===== src/rtl/seg_scan_ctrl.sv =====
// seg_scan_ctrl: APB-programmed 8-digit multiplexed seven-segment scanner
// with per-digit blanking gap, digit masking and an end-of-frame tick.
module seg_scan_ctrl #(
    parameter int                DIV_W      = 16,
    parameter logic [DIV_W-1:0]  DIV_RESET  = DIV_W'(50000),
    parameter int                GAP_CYCLES = 2
) (
    input  logic        clock,
    input  logic        reset,
    input  logic [31:0] in_paddr,
    input  logic        in_psel,
    input  logic        in_penable,
    input  logic [2:0]  in_pprot,
    input  logic        in_pwrite,
    input  logic [31:0] in_pwdata,
    input  logic [3:0]  in_pstrb,
    output logic        in_pready,
    output logic [31:0] in_prdata,
    output logic        in_pslverr,
    input  logic [7:0]  seg_in_0,
    input  logic [7:0]  seg_in_1,
    input  logic [7:0]  seg_in_2,
    input  logic [7:0]  seg_in_3,
    input  logic [7:0]  seg_in_4,
    input  logic [7:0]  seg_in_5,
    input  logic [7:0]  seg_in_6,
    input  logic [7:0]  seg_in_7,
    output logic [7:0]  scan_an,
    output logic [7:0]  scan_seg,
    output logic        frame_tick
);
    typedef enum logic [1:0] {IDLE, SHOW, GAP} state_e;

    state_e           state_q;
    logic             en_q, en_d;
    logic [7:0]       mask_q, mask_d;
    logic [DIV_W-1:0] div_q, div_d, div_eff, cnt_q;
    logic [2:0]       idx_q, idx_nx;
    logic [7:0]       hold_q;
    logic             tick_q;
    logic             acc, a_ctrl, a_div, a_stat, err, wr;
    logic [31:0]      wmask;
    logic [7:0]       seg_arr [8];
    logic             unused_ok;

    assign seg_arr = '{seg_in_0, seg_in_1, seg_in_2, seg_in_3,
                       seg_in_4, seg_in_5, seg_in_6, seg_in_7};

    assign acc    = in_psel & in_penable;
    assign a_ctrl = in_paddr[3:0] == 4'h0;
    assign a_div  = in_paddr[3:0] == 4'h4;
    assign a_stat = in_paddr[3:0] == 4'h8;
    assign err    = acc & (~(a_ctrl | a_div | a_stat) | (a_stat & in_pwrite));
    assign wr     = acc & in_pwrite & ~err;
    assign wmask  = {{8{in_pstrb[3]}}, {8{in_pstrb[2]}}, {8{in_pstrb[1]}}, {8{in_pstrb[0]}}};

    assign in_pready  = acc;
    assign in_pslverr = err;
    assign in_prdata  = !acc   ? 32'h0 :
                        a_ctrl ? {16'h0, mask_q, 7'h0, en_q} :
                        a_div  ? 32'(div_q) :
                        a_stat ? {23'h0, state_q != IDLE, 5'h0, idx_q} : 32'h0;

    assign unused_ok = ^{in_pprot, in_paddr[31:4], in_pwdata, in_pstrb, wmask};

    always_comb begin
        en_d   = (wr & a_ctrl & in_pstrb[0]) ? in_pwdata[0] : en_q;
        mask_d = (wr & a_ctrl & in_pstrb[1]) ? in_pwdata[15:8] : mask_q;
        div_d  = (wr & a_div) ? ((div_q & ~wmask[DIV_W-1:0]) | (in_pwdata[DIV_W-1:0] & wmask[DIV_W-1:0]))
                              : div_q;
    end

    assign div_eff = (div_q == '0) ? DIV_W'(1) : div_q;
    assign idx_nx  = idx_q + 3'd1;

    // Outputs decode registered state only, so a mask write shows up one cycle after commit.
    assign scan_an    = (state_q == SHOW && !mask_q[idx_q]) ? ~(8'h01 << idx_q) : 8'hFF;
    assign scan_seg   = (state_q == SHOW) ? hold_q : 8'hFF;
    assign frame_tick = tick_q;

    always_ff @(posedge clock) begin
        if (reset) begin
            state_q <= IDLE;
            en_q    <= 1'b0;
            mask_q  <= 8'h00;
            div_q   <= DIV_RESET;
            idx_q   <= 3'd0;
            cnt_q   <= '0;
            hold_q  <= 8'hFF;
            tick_q  <= 1'b0;
        end else begin
            en_q   <= en_d;
            mask_q <= mask_d;
            div_q  <= div_d;
            tick_q <= 1'b0;
            case (state_q)
                IDLE: if (en_q) begin
                    state_q <= SHOW;
                    idx_q   <= 3'd0;
                    cnt_q   <= div_eff;
                    hold_q  <= seg_arr[0];
                end
                SHOW: if (!en_q) begin
                    state_q <= IDLE;
                    idx_q   <= 3'd0;
                end else if (cnt_q <= DIV_W'(1)) begin
                    state_q <= GAP;
                    cnt_q   <= DIV_W'(GAP_CYCLES);
                end else begin
                    cnt_q <= cnt_q - DIV_W'(1);
                end
                GAP: if (!en_q) begin
                    state_q <= IDLE;
                    idx_q   <= 3'd0;
                end else if (cnt_q <= DIV_W'(1)) begin
                    state_q <= SHOW;
                    idx_q   <= idx_nx;
                    cnt_q   <= div_eff;
                    hold_q  <= seg_arr[idx_nx];
                    tick_q  <= idx_q == 3'd7;
                end else begin
                    cnt_q <= cnt_q - DIV_W'(1);
                end
                default: state_q <= IDLE;
            endcase
        end
    end
endmodule


===== config.mk =====
export PLATFORM = sky130hd
export DESIGN_NAME = seg_scan_ctrl
export DESIGN_NICKNAME = d
export VERILOG_FILES = /design/src/rtl/seg_scan_ctrl.sv
export SDC_FILE = /design/constraint.sdc
export NUM_CORES = 1
export LEC_CHECK = 0
export ABC_AREA = 1
export CORE_UTILIZATION = 46
export DETAILED_ROUTE_END_ITERATION = 6
export HOLD_SLACK_MARGIN = 0.02
export PLACE_DENSITY_LB_ADDON = 0.12
export SLEW_MARGIN = 10
export SYNTH_ARGS = -nofsm -noshare
export SYNTH_HDL_FRONTEND = slang
export SYNTH_SLANG_ARGS = --single-unit

===== constraint.sdc =====
create_clock -name clock -period 3.3 [get_ports clock]
set_clock_uncertainty 0.2 [all_clocks]
set_input_delay 0.825 -clock clock [delete_from_list [all_inputs] [get_ports clock]]
set_output_delay 0.825 -clock clock [all_outputs]
set_load 0.02 [all_outputs]

==> results of run 1 <==
-- routing by layer --
layer / up-vias / routed length, um / share of wire [%] / GRT usage (%)
li1: 2447 / - / - / -
met1: 2196 / 5760 / 44 / 36.2
met2: 185 / 6360 / 48 / 49.1
met3: 20 / 803 / 6.1 / 4.26
met4: 0 / 238 / 1.8 / 7.81
met5: - / 0 / 0 / 0
-- metrics by stage --
step / util, % / hold slack (ns) / cells / setup slack, ns
after floorplan: - / 0.234 / 689 / 0.365
after global placement: 62.8 / 0.248 / 899 / -0.370
after detailed placement: 62.8 / 0.249 / 899 / -0.402
after CTS: 63.9 / 0.272 / 906 / 0.000939
after global routing: 63.4 / 0.303 / 906 / 0.00357
final: 63.4 / 0.272 / 906 / 0.0571
-- path summary, 6_finish.rpt --
path / from / to / slack (ns)
min: hold_q[0] / hold_q[0] / 0.27
min reg2reg: hold_q[0] / hold_q[0] / 0.27
max reg2reg: idx_q[0] / hold_q[4] / 0.65
max: in_paddr[3] / in_pslverr / 0.06
-- layout make-up --
type | count | area share [%]
clock buffer | 6 | 1.31
timing repair buffer | 144 | 24.0
sequential | 55 | 19.9
multi-input combinational | 525 | 47.2
clock inverter | 1 | 0.543
inverter | 67 | 4.59
tap | 108 | 2.44
-- kinds of logic (layout without fill, tap and decap cells) --
group	after synthesis	count (layout)	synth area share [%]
buffers and inverters	109	218	11.8
XOR/XNOR	6	6	1.27
AND/OR/NAND/NOR	335	335	35.2
other	1	16	0.0908
adder cells (fa/ha/maj)	12	12	3.63
flip-flops	55	55	26.7
AO/OA/AOI/OAI	156	156	21.4
-- synthesized netlist by cell type (6+ instances only) --
cell type / number
a211oi_1: 11
a21oi_1: 47
buf_4: 19
clkbuf_1: 14
dfxtp_1: 55
ha_1: 12
inv_1: 60
nand2_1: 121
nand3_1: 60
nand4_1: 9
nor2_1: 115
nor3_1: 9
o211ai_1: 21
o21ai_0: 69
or2_2: 8
xor2_1: 6
-- power groups by stage --
stage               Combinational (mW)  Clock (mW)  Sequential, mW
finish                           0.853       0.433           0.744
global route                     0.956       0.470           0.751
CTS                              0.845       0.440           0.743
detailed placement               0.841           0           0.757
global placement                 0.826           0           0.757
floorplan                        0.596           0           0.745
-- cell usage in the layout, fill, tap and decap left out, types with 2 or more instances in the layout --
cell type	instances
clkbuf_8	5
inv_1	59
nand2_1	120
conb_1	16
clkinv_1	2
clkdlybuf4s50_1	107
buf_2	11
o211ai_1	21
buf_4	19
inv_2	5
nand3_1	60
dfxtp_1	54
nand2_2	2
or2_2	8
nor3_1	9
a21oi_1	47
nor2_1	113
nand3b_1	2
o21ai_0	68
nor2_4	5
nand4_1	9
clkdlybuf4s15_1	2
clkbuf_2	2
nor2_2	5
a211oi_1	11
ha_1	12
o21ai_1	5
xor2_1	6
dlygate4sd2_1	2
-- tightest hold or removal path: stages (launching register included) --
cell,delay (ns)
dfxtp_1,0.33
nand2_1,0.05
nand3_1,0.07
==> impl_metrics.env, run 1 <==
export IMPL_outcome="finished, final reports clean"
export IMPL_drc_errors=0
export IMPL_pin_count=191
export IMPL_synthFlopType="dfxtp_1"
export IMPL_synth_area_um2=4130
export IMPL_die_y_um=96.8
export IMPL_comb_power_share_pct=42.0
export IMPL_finalPower_mw=2.03
export IMPL_fin_nets=950
export IMPL_dpl_cell_area_um2=5480
export IMPL_crit_slowest_cell="clkdlybuf4s50_1"
export IMPL_root_buffer="clkbuf_8"
export IMPL_path_cells="clkdlybuf4s50_1 > inv_1 > nand2_2 > inv_4 > buf_4 > a211oi_1 > clkdlybuf4s15_1"
export IMPL_async_flop_share_pct=0
export IMPL_gr_total_overflow=0
export IMPL_grt_first_pass_wirelength_mm=22.0
export IMPL_p_int_mw=1.26
export IMPL_cts_buffer_depth=2
export IMPL_final_seq_area_um2=1100
export IMPL_hold_viol=0
export IMPL_yosysWarnings=0
export IMPL_grt_pass1_vias=4655
export IMPL_dp_hpwl_mm=10.3
export IMPL_syn2layout_area_growth_pct=33.9
export IMPL_start_kind="input pin"
export IMPL_cts_repair_resized=43
export IMPL_yosys_area_top_type_share_pct=26.7
export IMPL_finalSetupViolations=0
export IMPL_critPathBufInv=5
export IMPL_final_max_slew_viol_count=0
export IMPL_vias_per_cell=5.35
export IMPL_post_cts_repair_setup_buffers=0
export IMPL_worst_slew_pin_slew_ns=0.635
export IMPL_synth_seq_area_share_pct=26.7
export IMPL_critPathCaptureType="output port"
export IMPL_first_iter_violations=228
export IMPL_pwr_share_seq_pct=36.7
export IMPL_wl_mm=13.2
export IMPL_finalSetupTns_ns=0
export IMPL_globalplace_congestion=0.892
export IMPL_clkPwrFrac_pct=21.3
export IMPL_diodes=0
export IMPL_avgSynthCellArea_um2=6.13
export IMPL_cp_required_ns=2.27
export IMPL_r2r_cells=11
export IMPL_drive_gt1_share_pct=8.52
export IMPL_fp_dieW_um=96.8
export IMPL_switching_share_pct=37.9
export IMPL_wl_per_cell_um=14.5
export IMPL_crit_family="buffers and inverters"
export IMPL_path_class="in -> out"
export IMPL_p_sw_uw=769
export IMPL_ys_types=33
export IMPL_cts_made_buffers=5
export IMPL_min_path_type="reg -> reg"
export IMPL_ctsHoldBuffers=0
export IMPL_core_um2=8720
export IMPL_maxCapViolations=0
export IMPL_multiInputGateArea_um2=2610
export IMPL_vias=4848
export IMPL_crit_arrival_ns=2.22
export IMPL_finalCritPeriodShare_pct=98.3
export IMPL_port_buffers=125
export IMPL_ys_ff_latch=55
export IMPL_grt_antenna_before_repair=0
export IMPL_drtAntennaViolNets=0
export IMPL_fin_crit_ns=3.24
export IMPL_relSlewSlack_pct=57.6
export IMPL_cts_htree_levels=2
export IMPL_drt_first_pass_iters=5
export IMPL_synth_top_area_cell="dfxtp_1"
export IMPL_slowest_delay_ns=0.48
export IMPL_cts_tree="done"
export IMPL_syn_inst=674
export IMPL_stdcell_area_um2=5530
export IMPL_placementRows=34
export IMPL_fill_cells=860
export IMPL_start_util_pct=47.4
export IMPL_die_area_um2=9360
export IMPL_synth_edf_count=0
export IMPL_worst_path_stages=7
export IMPL_rsz0062_at_grt="false"
export IMPL_synth_area_top_cells="dfxtp_1 27%, nand2_1 11%, nor2_1 10%"
export IMPL_clk_pin_slew_ns=0.09
export IMPL_worstPathMaxFanout=9
export IMPL_p_leak_nw=2.41
export IMPL_grt_max_degree=39
export IMPL_ir_worst_vdd_uv=184
export IMPL_clock_sinks=55
export IMPL_clock_fmax_ghz=0.308
export IMPL_whs_path_depth=2
export IMPL_grt_usage_pct=28.2
export IMPL_power_density_nw_per_um2=367
export IMPL_clock_latency_ns=0.30
Power figures use the tool's default switching activity.
==> inputs of run 2 (changes only) <==
==> constraint.sdc (replaced) <==
create_clock -name clock -period 3.3 [get_ports clock]
set_clock_uncertainty 0.2 [all_clocks]
set_input_delay 0.825 -clock clock [delete_from_list [all_inputs] [get_ports clock]]
set_output_delay 0.825 -clock clock [all_outputs]
set_load 0.1 [all_outputs]
==> run 2 against run 1 <==
Flip-flop and latch count unchanged. Total power rose by 7.6%. Register-to-register slack better by 0.12 ns. Critical path type unchanged. Die area is the same. Count of clock-buffer cells in the layout did not move. Critical endpoint is now in_prdata[3]. First-iteration DRC count is 41% higher. Clock power increased by 6.0%. Largest cell class unchanged. Final area grew 9.2%.
==> impl_metrics.env, run 2 (same netlist as run 1, synthesis figures left out) <==
export IMPL_syn2layout_area_growth_pct=46.3
export IMPL_dp_hpwl_mm=10.4
export IMPL_cp_required_ns=2.27
export IMPL_final_max_slew_viol_count=0
export IMPL_core_um2=8720
export IMPL_diodes=0
export IMPL_stdcell_area_um2=6040
export IMPL_drt_first_pass_iters=5
export IMPL_dpl_cell_area_um2=5870
export IMPL_clock_latency_ns=0.31
export IMPL_worst_slew_pin_slew_ns=0.654
export IMPL_grt_first_pass_wirelength_mm=22.0
export IMPL_clock_fmax_ghz=0.313
export IMPL_path_class="in -> out"
export IMPL_crit_family="buffers and inverters"
export IMPL_finalSetupViolations=0
export IMPL_place_ws_ns=-0.126
export IMPL_power_density_nw_per_um2=361
export IMPL_min_path_type="reg -> reg"
export IMPL_drtAntennaViolNets=0
export IMPL_drive_gt1_share_pct=13.5
export IMPL_port_buffers=125
export IMPL_fin_ws_ns=0.103
export IMPL_final_cell_mix="120 x nand2_1, 113 x nor2_1, 86 x clkdlybuf4s50_1, 69 x o21ai_0, 60 x nand3_1"
export IMPL_worstPathMaxFanout=5
export IMPL_grt_max_degree=39
export IMPL_globalplace_congestion=0.924
export IMPL_cts_tree="done"
export IMPL_clk_pin_slew_ns=0.10
export IMPL_critPathBufInv=4
export IMPL_layout_commonest_cell="nand2_1"
export IMPL_maxCapViolations=0
export IMPL_r2r_cells=10
export IMPL_pin_count=191
export IMPL_crit_slowest_cell="dlygate4sd2_1"
export IMPL_die_y_um=96.8
export IMPL_root_buffer="clkbuf_8"
export IMPL_finalSetupTns_ns=0
export IMPL_clock_sinks=55
export IMPL_drc_errors=0
export IMPL_vias_per_cell=5.46
export IMPL_placementRows=34
export IMPL_rsz0062_at_grt="false"
export IMPL_place_inst=896
export IMPL_grt_pass1_vias=4667
export IMPL_crit_arrival_ns=2.17
export IMPL_fp_dieW_um=96.8
export IMPL_path_cells="dlygate4sd2_1 > inv_2 > nand2_2 > nor2_4 > clkinvlp_4 > nor3_4 > buf_12"
export IMPL_critPathCaptureType="output port"
export IMPL_start_util_pct=47.4
export IMPL_fin_nets=949
export IMPL_vias=4951
export IMPL_finalPower_mw=2.18
export IMPL_p_leak_nw=2.56
export IMPL_worst_path_stages=7
export IMPL_grt_antenna_before_repair=0
export IMPL_fin_crit_ns=3.20
export IMPL_gr_total_overflow=0
export IMPL_finalCritPeriodShare_pct=96.9
export IMPL_ir_worst_vdd_uv=272
export IMPL_fin_cells=906
export IMPL_relSlewSlack_pct=56.4
export IMPL_cts_htree_levels=2
export IMPL_start_kind="input pin"
export IMPL_wl_mm=13.5
export IMPL_hold_viol=0
export IMPL_post_route_util_pct=69.3
export IMPL_first_iter_violations=322
export IMPL_grt_usage_pct=28.7
export IMPL_whs_path_depth=2
export IMPL_slowest_delay_ns=0.28
export IMPL_holdWs_ns=0.276
export IMPL_outcome="finished, final reports clean"
export IMPL_wl_per_cell_um=14.9
export IMPL_cts_made_buffers=5
export IMPL_cts_buffer_depth=2
export IMPL_die_area_um2=9360
==> run 2: changes by cell type in the layout (fill, tap and decap cells not counted), moves of 5 or more <==
cell | before | now
buf_2 | 11 | 0
clkdlybuf4s50_1 | 107 | 86
nor3_1 | 9 | 4
a21oi_1 | 47 | 36
a21oi_4 | 1 | 12
buf_12 | 0 | 26
nor3_4 | 0 | 5
buf_4 | 19 | 26
==> run 2: cell type report <==
type | count | area (um2)
clock buffers | 6 | 72.6
clock inverters | 2 | 38.8
fillers | 761 | 2680
inverters | 67 | 259
multi-input cells | 525 | 2800
flip-flops and latches | 55 | 1100
well taps | 108 | 135
repair buffers | 143 | 1630
==> run 2: final timing paths <==
kind / from / endpoint / slack [ns]
max: in_paddr[3] / in_prdata[3] / 0.10
min: mask_q[6] / mask_q[6] / 0.28
max reg2reg: idx_q[0] / hold_q[3] / 0.77
min reg2reg: mask_q[6] / mask_q[6] / 0.28
==> run 2: repair_timing <==
action,in CTS,in global routing
gates cloned,0,0
pin swaps,10,4
hold buffers,0,0
buffers inserted,0,2
gates resized for setup,6,9
setup endpoints to repair,16,18
==> run 2: report_power, final <==
part           switching (mW)  internal [mW]  total, mW
clock                   0.229          0.230      0.459
combinational           0.630          0.348      0.978
sequential             0.0486          0.699      0.748
total                   0.908           1.28       2.18
==> run 2: per-layer routing <==
metal | vias to the layer above | global-route usage, % | wire length, um
met2 | 218 | 49.5 | 6510
met3 | 35 | 4.77 | 949
met4 | 0 | 10.3 | 397
li1 | 2447 | - | -
met5 | - | 0 | 0
met1 | 2251 | 35.9 | 5600
==> run 2: worst register-to-register path, cell delays in order, from the launching register on <==
cell and delay [ns]:
dfxtp_1 0.60, inv_2 0.08, buf_4 0.26, ha_1 0.32
buf_4 0.29, o21ai_0 0.15, o211ai_1 0.24, nand3_1 0.12
nand2_1 0.10, nand2_1 0.06, nand3_1 0.06
